## src/rtl/rr_mux_arbiter_pkg.sv

```systemverilog
// Shared definitions for the round-robin mux arbiter: FSM state encoding,
// select codes and the rotating-priority pick function.
package rr_mux_arbiter_pkg;

    typedef enum logic {
        IDLE  = 1'b0,
        GRANT = 1'b1
    } state_e;

    localparam logic [1:0] SEL_SRC0 = 2'b00;
    localparam logic [1:0] SEL_SRC1 = 2'b01;
    localparam logic [1:0] SEL_SRC2 = 2'b10;
    localparam logic [1:0] SEL_NONE = 2'b11;

    // Source 0 gets first priority after reset because the search starts at last+1.
    localparam logic [1:0] LAST_RESET = SEL_SRC2;

    // Search from last+1 upward modulo 3; returns SEL_NONE when nothing is pending.
    function automatic logic [1:0] rr_pick(input logic [2:0] req, input logic [1:0] last);
        logic [1:0] idx;
        logic [1:0] pick;
        pick = SEL_NONE;
        idx  = last;
        for (int k = 0; k < 3; k++) begin
            idx = (idx == SEL_SRC2) ? SEL_SRC0 : idx + 2'd1;
            if (pick == SEL_NONE && req[idx]) pick = idx;
        end
        return pick;
    endfunction

    function automatic logic [2:0] sel_to_gnt(input logic [1:0] sel);
        case (sel)
            SEL_SRC0: return 3'b001;
            SEL_SRC1: return 3'b010;
            SEL_SRC2: return 3'b100;
            default:  return 3'b000;
        endcase
    endfunction

endpackage

```

## src/rtl/sel3_mux32.sv

```systemverilog
// Combinational 3-input data mux; the "none" select code drives all zeros.
module sel3_mux32
    import rr_mux_arbiter_pkg::*;
#(
    parameter int WIDTH = 32
) (
    input  logic [1:0]       sel_i,
    input  logic [WIDTH-1:0] in0_i,
    input  logic [WIDTH-1:0] in1_i,
    input  logic [WIDTH-1:0] in2_i,
    output logic [WIDTH-1:0] out_o
);

    always_comb begin
        case (sel_i)
            SEL_SRC0: out_o = in0_i;
            SEL_SRC1: out_o = in1_i;
            SEL_SRC2: out_o = in2_i;
            default:  out_o = '0;
        endcase
    end

endmodule

```

## src/rtl/rr_mux_arbiter.sv

```systemverilog
// Three-source round-robin arbiter with a registered mux select, a
// back-to-back re-arbitration path and a wrapping transfer counter.
module rr_mux_arbiter
    import rr_mux_arbiter_pkg::*;
#(
    parameter int WIDTH = 32,
    parameter int CNTW  = 16
) (
    input  logic             clk,
    input  logic             rst,
    input  logic [2:0]       req,
    input  logic [WIDTH-1:0] in1,
    input  logic [WIDTH-1:0] in2,
    input  logic [WIDTH-1:0] in3,
    input  logic             out_ready,
    output logic [2:0]       gnt,
    output logic [1:0]       sel,
    output logic [WIDTH-1:0] out_data,
    output logic             out_valid,
    output logic [CNTW-1:0]  xfer_count
);

    state_e          state_q, state_d;
    logic [1:0]      sel_q, sel_d;
    logic [2:0]      gnt_q, gnt_d;
    logic            valid_q, valid_d;
    logic [1:0]      last_q, last_d;
    logic [CNTW-1:0] cnt_q, cnt_d;
    logic            xfer;

    // out_valid is only ever high in GRANT, so out_ready is ignored elsewhere.
    assign xfer = valid_q & out_ready;

    // NOTE: every variable gets a default before the case so no path leaves it unassigned (no latches).
    always_comb begin
        state_d = state_q;
        sel_d   = sel_q;
        last_d  = last_q;
        cnt_d   = cnt_q;

        unique case (state_q)
            IDLE: begin
                sel_d   = rr_pick(req, last_q);
                state_d = (sel_d == SEL_NONE) ? IDLE : GRANT;
            end
            GRANT: begin
                if (xfer) begin
                    // Transfer wins over a dropped request; rotate from the index just served.
                    last_d  = sel_q;
                    cnt_d   = cnt_q + CNTW'(1);
                    sel_d   = rr_pick(req, sel_q);
                    state_d = (sel_d == SEL_NONE) ? IDLE : GRANT;
                end else if (!req[sel_q]) begin
                    sel_d   = SEL_NONE;
                    state_d = IDLE;
                end
            end
            default: begin
                sel_d   = SEL_NONE;
                state_d = IDLE;
            end
        endcase

        gnt_d   = sel_to_gnt(sel_d);
        valid_d = (state_d == GRANT);
    end

    // NOTE: state registers use non-blocking assignments so all of them update from pre-edge values.
    always_ff @(posedge clk) begin
        if (rst) begin
            state_q <= IDLE;
            sel_q   <= SEL_NONE;
            gnt_q   <= 3'b000;
            valid_q <= 1'b0;
            last_q  <= LAST_RESET;
            cnt_q   <= '0;
        end else begin
            state_q <= state_d;
            sel_q   <= sel_d;
            gnt_q   <= gnt_d;
            valid_q <= valid_d;
            last_q  <= last_d;
            cnt_q   <= cnt_d;
        end
    end

    sel3_mux32 #(
        .WIDTH (WIDTH)
    ) u_mux (
        .sel_i (sel_q),
        .in0_i (in1),
        .in1_i (in2),
        .in2_i (in3),
        .out_o (out_data)
    );

    assign gnt        = gnt_q;
    assign sel        = sel_q;
    assign out_valid  = valid_q;
    assign xfer_count = cnt_q;

endmodule

```

## config.mk

```make
export PLATFORM = sky130hd
export DESIGN_NAME = rr_mux_arbiter
export DESIGN_NICKNAME = d
export VERILOG_FILES = /design/src/rtl/rr_mux_arbiter_pkg.sv /design/src/rtl/sel3_mux32.sv /design/src/rtl/rr_mux_arbiter.sv
export SDC_FILE = /design/constraint.sdc
export NUM_CORES = 1
export LEC_CHECK = 0
export ABC_AREA = 1
export BUFFER_PORTS_ARGS = -buffer_cell sky130_fd_sc_hd__buf_2
export CAP_MARGIN = 20
export CORE_MARGIN = 2
export CORE_UTILIZATION = 30
export DETAILED_ROUTE_END_ITERATION = 10
export GPL_ROUTABILITY_DRIVEN = 1
export PLACE_DENSITY_LB_ADDON = 0.05
export SLEW_MARGIN = 20
export SYNTH_ARGS = -nofsm -noshare
export SYNTH_HDL_FRONTEND = slang
export SYNTH_HIERARCHICAL = 1
export SYNTH_SLANG_ARGS = --single-unit
```

## constraint.sdc

```tcl
create_clock -name clk -period 2.2 [get_ports clk]
set_input_delay 0.44 -clock clk [delete_from_list [all_inputs] [get_ports clk]]
set_output_delay 0.44 -clock clk [all_outputs]
set_load 0.005 [all_outputs]
```

==> parameters.txt <==
Parameter                              Value

Status
  Status    finished, final reports clean

Power
  Pwr Total    between 0.0015 and 0.002 W
  Leakage    roughly 1.6 nW
  Total power per unit cell area    572 nW/µm²
  Worst supply voltage drop on vdd    328 µV

Place
  Weighted congestion reported at the end of routability-driven placement    ~0.77
  Number of placed instances, taps included    595
  Port bufs    ~160
  DP Wirelength    5990 µm

Min path
  Worst-case hold path end point    xfer_count[15]
  Min-Delay Path Class    in2reg
  Startpoint of the tightest hold check path    rst
  Cells on Worst Hold Path    2

Clock tree
  H-tree depth    1
  Clock-pin transition on the worst setup and hold timing paths    approximately 0.090 ns
  Clock latency reported for the late side of the worst-skew pair    0.26 ns
  Clock tree sinks    24
  Clock root cell    sky130_fd_sc_hd__clkbuf_8
  Maximum clock insertion buffer count    2
  Clock tree from TritonCTS    built
  Total clock buffers created by CTS    3
  Post-CTS Setup Bufs    0

Synthesis
  Share of async-settable or async-resettable flops after synthesis    0
  Main combinational cell family by area after synthesis    simple AND/OR/NAND/NOR gates
  Post-Synth XOR/XNOR Area    0.0122
  Synth Area in Adders    0.00580
  Summed instance area of the synthesized netlist    2160 µm²
  Mux contribution to synthesized area    0
  Distinct cell type count after synthesis    31
  EDFF count, synth    0
  Area fraction in compound gates after synthesis    0.0511
  Avg Cell Area, Syn    6.06 µm²
  Share of synthesized cell area in and, or, nand and nor gates    0.580
  Most used flip-flop cell after synthesis    sky130_fd_sc_hd__dfxtp_1
  #FFs+latches synth    24
  Warnings, synthesis    6
  Number of cells produced by synthesis    356
  Proportion of synthesized chip area in sequential cells    0.223
  Syn nets    459

Setup path
  Setup Crit Path Kind    reg2out
  Critical Path Slowest Stage Cell    sky130_fd_sc_hd__dfxtp_1
  CP Buf/Inv Count    3
  Arr. time, crit path    between 1.5 and 2 ns
  Nature of the critical path endpoint    output pin
  Crit path required time    1.76 ns
  Endpoint of the lowest-slack register-to-register path    gnt[2]
  Critical Path Max Stage Delay    roughly 0.55 ns
  Origin of the critical flop-to-flop path    sel[0]
  Largest fanout of any net on the critical path    22
  Cell breakdown of the critical path    buf_4 -> buf_4 -> nand3_1 -> nand3_1 -> buf_2
  Worst Setup Start Kind    flip-flop
  Cell family with most CP delay    buffers and inverters
  R2r setup slk    0.34 ns
  Depth of the worst register-to-register path    11

Timing
  Max-slew violation count    0
  Hold Vio Cnt, Final    0
  Final setup vio count    0
  Clock tree skew after final layout    0.00625 ns
  Highest Clock Rate    479 MHz
  Tightest Pin Transition    0.540 ns
  Tightest slew margin relative to the limit    0.639
  Final cycle utilization of the critical path    0.949
  Min Tclk post-route    2.09 ns
  Unrepaired setup endpoints after global routing    no
  Setup TNS    0 ns

Die
  Row count    30
  Placeable Area    6870 µm²
  I/O pin count    156
  Die boundary width    roughly 89 µm
  Floorplan die height    88.8 µm
  Initial cell density of the core    0.314
  DIE AREA    7880 µm²

Global route
  Total global-route track usage    0.176
  Maximum number of pins on one net before global-route repair    33
  Initial antenna violation count    0
  Global-route wire length before repair    ~11000 µm
  Via count of the first global-routing pass    2526
  Global-route congestion overflow total    0

Detailed routing
  Routed wire per std cell    12.7 µm
  Remaining number of nets flagged by the antenna check after routing    0
  Total number of vias    between 2000 and 3000
  Detailed-routing iteration count for the pre-antenna-repair pass    4
  Remaining DRCs    0
  Detailed router's first-iteration violation count    118
  Via-per-instance ratio    4.71
  Total wire length    around 7600 µm

Job
  Max-cap violation count    0

Layout
  Leading cell type in the layout, fill and taps excluded    sky130_fd_sc_hd__buf_2
  Antenna cell count    0
  Net count of the finished layout    607
  Area growth from synthesis to final layout    38.9%
  Commonest cells after routing, fill and taps aside    155 x sky130_fd_sc_hd__buf_2, 114 x sky130_fd_sc_hd__nand3_1, 86 x sky130_fd_sc_hd__nand2_1, 35 x sky130_fd_sc_hd__nor2_1, 28 x sky130_fd_sc_hd__inv_1
  Number of standard cells in the final layout excluding fillers    around 600
  Fraction of final layout cells sized beyond drive strength 1    0.364
[sequential cells by signal (all words and copies together) (netlist names)]
name / count
xfer_count: 16
gnt: 3
last_q: 2
sel: 2
out_valid: 1
[repair_timing]
action	in CTS	in global routing
hold buffers	0	0
endpoints found under the setup margin	15	0
resized for setup	1	0
[metrics by stage]
step	instance area, µm²	utilization	worst slack (ns)	hold WS (ns)
floorplan	2160	-	0.554	0.470
global placement	2940	0.428	0.335	0.487
detailed placement	2940	0.428	0.288	0.489
CTS	3000	0.436	0.0892	0.434
global route	3000	0.436	0.00609	0.439
finish	3000	0.436	0.113	0.433
[synthesized netlist by cell type (2+ instances only)]
master	instances	share of area
sky130_fd_sc_hd__nand2_4	2	0.010
sky130_fd_sc_hd__nor2_4	2	0.010
sky130_fd_sc_hd__nand3b_1	2	0.0070
sky130_fd_sc_hd__nor3_4	2	0.015
sky130_fd_sc_hd__inv_1	28	0.049
sky130_fd_sc_hd__nand4_1	2	0.0058
sky130_fd_sc_hd__a21oi_1	8	0.019
sky130_fd_sc_hd__nand2_1	86	0.15
sky130_fd_sc_hd__buf_2	6	0.014
sky130_fd_sc_hd__nand3_1	114	0.26
sky130_fd_sc_hd__nor3_1	6	0.014
sky130_fd_sc_hd__o21ai_0	8	0.019
sky130_fd_sc_hd__inv_2	2	0.0035
sky130_fd_sc_hd__nand3_2	3	0.014
sky130_fd_sc_hd__xnor2_1	2	0.0081
sky130_fd_sc_hd__buf_6	11	0.057
sky130_fd_sc_hd__nor2_1	35	0.061
sky130_fd_sc_hd__dfxtp_1	24	0.22
[cells by family after synthesis]
family          after synthesis
buf+inv                      49
xor+xnor                      3
flops                        24
compound gates               20
simple gates                259
fa+ha+maj                     1
[cell type report]
cell class	instances	area, µm²
clock buffers	4	55.1
multi-input cells	283	1400
flip-flops and latches	24	482
inverters	31	119
well taps	96	120
repair buffers	161	821
fillers	759	3870
[where the power goes]
group	total (W)	internal [W]	leakage [nW]	switching [W]
logic	0.000896	0.000376	1.42	0.000520
registers	0.000518	0.000468	0.195	0.0000501
clock network	0.000299	0.000160	0.0288	0.000139
total	0.00171	0.00100	1.64	0.000710
[how the worst max path moves through the flow]
stage | startpoint | to | depth (start not counted)
6_report | sel[0] | out_data[23] | 5
5_1_grt | sel[0] | out_data[7] | 5
4_1_cts | sel[0] | out_data[23] | 5
3_5_place_dp | sel[1] | out_data[24] | 5
3_3_place_gp | sel[1] | out_data[23] | 5
2_1_floorplan | xfer_count[0] | xfer_count[14] | 10
[per-layer routing]
metal	part of all wire	vias up	track usage
li1	-	1480	-
met2	0.51	86	0.342
met1	0.41	1252	0.198
met4	0.0086	0	0.0358
met3	0.075	4	0.0299
met5	0	-	0
No activity file was read; power rests on OpenSTA's default activity.
